===== src/rtl/cordic_prescale.sv =====
// rtl/cordic_prescale.sv - folds one CORDIC operand set into the convergence range
module cordic_prescale #(
    parameter int                       WIDTH   = 16,
    parameter logic signed [WIDTH-1:0]  PI      = 16'sd804,
    parameter logic signed [WIDTH-1:0]  HALF_PI = 16'sd402,
    parameter logic signed [WIDTH-1:0]  TWO_PI  = 16'sd1608
) (
    input  logic                    clk,
    input  logic                    reset,
    input  logic                    in_valid,
    output logic                    in_ready,
    input  logic                    mode_in,
    input  logic signed [WIDTH-1:0] x_in,
    input  logic signed [WIDTH-1:0] y_in,
    input  logic signed [WIDTH-1:0] z_in,
    output logic                    out_valid,
    input  logic                    out_ready,
    output logic                    mode,
    output logic signed [WIDTH-1:0] x,
    output logic signed [WIDTH-1:0] y,
    output logic signed [WIDTH-1:0] z,
    output logic                    negate
);

    typedef enum logic [1:0] {IDLE, REDUCE, OUT} state_t;

    state_t state;

    localparam logic signed [WIDTH-1:0] MOST_NEG = {1'b1, {(WIDTH-1){1'b0}}};
    localparam logic signed [WIDTH-1:0] MOST_POS = {1'b0, {(WIDTH-1){1'b1}}};

    // The most negative value has no positive counterpart, so clamp it.
    function automatic logic signed [WIDTH-1:0] sat_neg(input logic signed [WIDTH-1:0] v);
        if (v == MOST_NEG)
            return MOST_POS;
        else
            return -v;
    endfunction

    always_ff @(posedge clk) begin
        if (reset) begin
            state     <= IDLE;
            in_ready  <= 1'b1;
            out_valid <= 1'b0;
            mode      <= 1'b0;
            x         <= '0;
            y         <= '0;
            z         <= '0;
            negate    <= 1'b0;
        end else begin
            case (state)
                IDLE: begin
                    if (in_valid) begin
                        mode     <= mode_in;
                        x        <= x_in;
                        y        <= y_in;
                        z        <= z_in;
                        negate   <= 1'b0;
                        in_ready <= 1'b0;
                        state    <= REDUCE;
                    end
                end
                REDUCE: begin
                    if (mode) begin
                        // Mirror into the right half-plane; the angle offset follows the old y sign.
                        if (x[WIDTH-1]) begin
                            x <= sat_neg(x);
                            y <= sat_neg(y);
                            z <= y[WIDTH-1] ? z - PI : z + PI;
                        end
                        out_valid <= 1'b1;
                        state     <= OUT;
                    end else if (z >= PI) begin
                        z <= z - TWO_PI;
                    end else if (z < -PI) begin
                        z <= z + TWO_PI;
                    end else begin
                        if (z > HALF_PI) begin
                            z      <= z - PI;
                            negate <= 1'b1;
                        end else if (z < -HALF_PI) begin
                            z      <= z + PI;
                            negate <= 1'b1;
                        end else begin
                            negate <= 1'b0;
                        end
                        out_valid <= 1'b1;
                        state     <= OUT;
                    end
                end
                OUT: begin
                    if (out_ready) begin
                        out_valid <= 1'b0;
                        in_ready  <= 1'b1;
                        state     <= IDLE;
                    end
                end
                default: begin
                    out_valid <= 1'b0;
                    in_ready  <= 1'b1;
                    state     <= IDLE;
                end
            endcase
        end
    end

endmodule


===== config.mk =====
export PLATFORM = sky130hd
export DESIGN_NAME = cordic_prescale
export DESIGN_NICKNAME = d
export VERILOG_FILES = /design/src/rtl/cordic_prescale.sv
export SDC_FILE = /design/constraint.sdc
export NUM_CORES = 1
export LEC_CHECK = 0
export BUFFER_PORTS_ARGS = -buffer_cell sky130_fd_sc_hd__buf_2
export CAP_MARGIN = 30
export CELL_PAD_IN_SITES_DETAIL_PLACEMENT = 0
export CELL_PAD_IN_SITES_GLOBAL_PLACEMENT = 1
export CORE_MARGIN = 10
export CORE_UTILIZATION = 39
export DETAILED_ROUTE_END_ITERATION = 8
export MAX_ROUTING_LAYER = met4
export PLACE_DENSITY_LB_ADDON = 0.1
export SYNTH_ARGS = -nofsm -noshare
export SYNTH_HDL_FRONTEND = slang
export SYNTH_SLANG_ARGS = --single-unit

===== constraint.sdc =====
create_clock -name clk -period 2.8 [get_ports clk]
set_input_delay 0.56 -clock clk [delete_from_list [all_inputs] [get_ports clk]]
set_output_delay 0.56 -clock clk [all_outputs]
set_load 0.05 [all_outputs]

==> reports/metrics.yaml <==
grtUsageTotal_pct: 21.1
nets: 803
synth_warnings: 0
hold_buffers: 0
hold_viol_final: 0
powerDensity_mw_per_mm2: 963
async_flop_share_pct: 0
setup_tns_ns: 0
io_pins: 105
tightestPinTransition_ns: 0.645
vias: 5316
critical_path_class: "register to register"
ys_seq_elements: 54
worstPathArrival_ns: 2.90
dp_hpwl_mm: 13.0
die_x_um: 128
die_y_um: 128
clk_pin_slew_ns: 0.07
htree_levels: 2
required_ns: 3.02
critPathMaxStageDelay_ns: 0.40
drt-initial-drc-count: 413
dr.pass1.iters: 5
crit_start: "z[4]$_SDFFE_PP0P_"
cp_slowest_cell: "dfxtp_1"
cts_tree: "built"
syn_area_mm2: 0.00457
rows: 39
grt_max_degree: 42
ys_types: 77
drive_above_1_share_pct: 26.5
netlist_instances: 623
hold_class: "register to register"
holdWs_ns: 0.476
drtAntennaViolNets: 0
drcViolationCount: 0
crit_chain: "buf_4 -> inv_1 -> ha_1 -> a21bo_2 -> a211oi_1 -> buf_4 -> a32oi_1 -> xnor2_1 -> nand3_1 -> a211o_1 -> o211ai_1"
start_util_pct: 39.9
cp-start-kind: "register"
skew_ns: 0.00284
cts-root-buf: "clkbuf_16"
routabilityCongestion: 0.966
insertion_delay_ns: 0.30
ys.flop_type: "dfxtp_1"
cts.sinks: 54
cp_common_cell: "buf_4"
routed_wl_mm: 17.4
grt_pass1_vias: 5221
drt-vias-per-instance: 6.01
syn-num-nets: 686
cp-end-kind: "register"
die_area_mm2: 0.0165
p_leak_nw: 2.31
hold_start: "negate$_SDFFE_PP0P_"
relSlewSlack_pct: 56.9
cts_buffer_depth: 2
synthToLayoutAreaGrowth_pct: 23.7
r2r-start: "z[4]$_SDFFE_PP0P_"
drv_slew: 0
path_max_fanout: 8
synth_edf_count: 0
grt_remaining_overflow: 0
core_area_mm2: 0.0115
synth.avg_cell_area_um2: 7.34
grt_antenna_before_repair: 1
status: "finished clean"
min_period_ns: 2.68
numCtsBuffers: 5
portBuffers: 104
max_freq_ghz: 0.373
max-vdd-ir-drop_mv: 0.402
cap_violations: 0
synth_seq_area_share_pct: 23.6
finalSetupViolCount: 0
period_share_pct: 95.7
rsz0062_at_grt: "no"
wire_per_inst_um: 19.7
grt_pass1_wl_mm: 27.8
## final timing paths
kind	to	slack [ns]	depth (start not counted)
max reg2reg	z[13]$_SDFFE_PP0P_	0.12	11
min	negate$_SDFFE_PP0P_	0.48	2
min reg2reg	negate$_SDFFE_PP0P_	0.48	2
max	z[13]$_SDFFE_PP0P_	0.12	11
## worst max-delay path: cells and delay by family, from the launching register on
kind / cells / cell delay, ns
AO/OA/AOI/OAI: 5 / 1.13
XOR/XNOR: 1 / 0.23
adder cells (fa/ha/maj): 1 / 0.23
buffers and inverters: 3 / 0.51
flip-flops: 1 / 0.40
AND/OR/NAND/NOR: 1 / 0.10
## state kept, by name, summed over array words and instances, names as in the netlist
| signal | flops |
|---|---|
| in_ready | 1 |
| z | 16 |
| negate | 1 |
| out_valid | 1 |
| x | 16 |
| state | 2 |
| mode | 1 |
| y | 16 |
## synth_stat cells, drive strengths merged, types with 4 or more instances
| cell type | n | share of area (%) |
|---|---|---|
| buf | 16 | 2.2 |
| or4 | 7 | 1.3 |
| nand4 | 5 | 0.68 |
| nand2 | 56 | 4.6 |
| o32ai | 5 | 0.96 |
| nand2b | 8 | 1.1 |
| nor3 | 21 | 2.5 |
| or3 | 6 | 0.82 |
| o221ai | 8 | 1.5 |
| ha | 10 | 2.7 |
| mux2i | 10 | 2.2 |
| a211oi | 16 | 2.7 |
| o21a | 4 | 0.66 |
| a221oi | 7 | 1.5 |
| nand3 | 24 | 2.6 |
| xnor2 | 25 | 4.8 |
| a211o | 5 | 0.96 |
| dfxtp | 54 | 24 |
| a21oi | 71 | 8.2 |
| o21ai | 61 | 6.9 |
| o311ai | 4 | 1.1 |
| nor2 | 50 | 4.1 |
| clkbuf | 31 | 2.6 |
| a32oi | 6 | 1.1 |
| nor4 | 6 | 1.4 |
| o22ai | 8 | 1.1 |
| xor2 | 13 | 2.5 |
| and3 | 6 | 0.82 |
| o211ai | 5 | 0.82 |
| inv | 19 | 1.6 |
| a31oi | 6 | 0.82 |
| a21boi | 4 | 0.66 |
## where the power goes
group	leakage, nW	internal (mW)	switching, mW
logic	1.78	1.28	2.21
registers	0.447	0.934	0.294
clock network	0.0836	0.420	0.306
total	2.31	2.64	2.81
## routing by layer
layer	vias to the layer above	share of wire (%)	track usage [%]
met2	192	48	34.6
li1	2563	-	-
met1	2532	43	26.0
met5	-	0	-
met4	0	2.3	6.69
met3	29	5.9	2.98
## cell usage in the layout, fill, tap and decap left out, types with 4 or more instances in the layout
cell / count
or3_1: 6
buf_2: 104
mux2i_1: 10
a21oi_1: 67
nand2b_1: 8
nand4_1: 5
o32ai_1: 5
o21a_1: 4
o21ai_1: 4
nand2_1: 56
buf_4: 52
ha_1: 10
o22ai_1: 8
nor3_1: 20
a211o_1: 5
o221ai_1: 8
a31oi_1: 6
and3_1: 6
o211ai_1: 5
o21ai_0: 55
or4_1: 5
nor2_1: 50
xnor2_1: 25
a221oi_1: 6
xor2_1: 13
a21boi_0: 4
a211oi_1: 14
dfxtp_1: 52
a32oi_1: 6
inv_1: 19
nand3_1: 24
clkbuf_16: 5
## stage by stage
stage	cells	area, um^2	util, %	setup WS (ns)	total power [mW]
floorplan	623	4580	-	0.0776	3.62
global placement	876	5480	47.8	0.122	4.67
detailed placement	876	5480	47.8	0.0227	4.69
CTS	884	5640	49.2	0.00713	5.43
global route	885	5660	49.4	0.000235	5.81
finish	885	5660	49.4	0.120	5.45
## cells by family (layout without fill, tap and decap cells)
kind of cell    count (synthesis)  count (layout)  synth area share [%]
compound gates                238             238                  34.8
xor+xnor                       38              38                  7.28
fa+ha+maj                      10              10                  2.74
buf+inv                        68             186                  6.51
flops                          54              54                  23.6
mux                            12              12                  2.68
other cells                     0               1                     0
simple gates                  203             203                  22.3
## layout make-up
cell class / count / area [um^2]
repair buffers: 157 / 931
well taps: 143 / 179
clock inverters: 3 / 40.0
clock buffers: 5 / 125
multi-input cells: 501 / 3220
fillers: 1174 / 5810
flip-flops and latches: 54 / 1090
inverters: 21 / 78.8
diodes: 1 / 2.50
## timing repair
| action | in CTS | in global routing |
|---|---|---|
| buffers inserted | 0 | 0 |
| endpoints found under the setup margin | 0 | 8 |
| resized for setup | 0 | 5 |
Power figures use the tool's default switching activity.
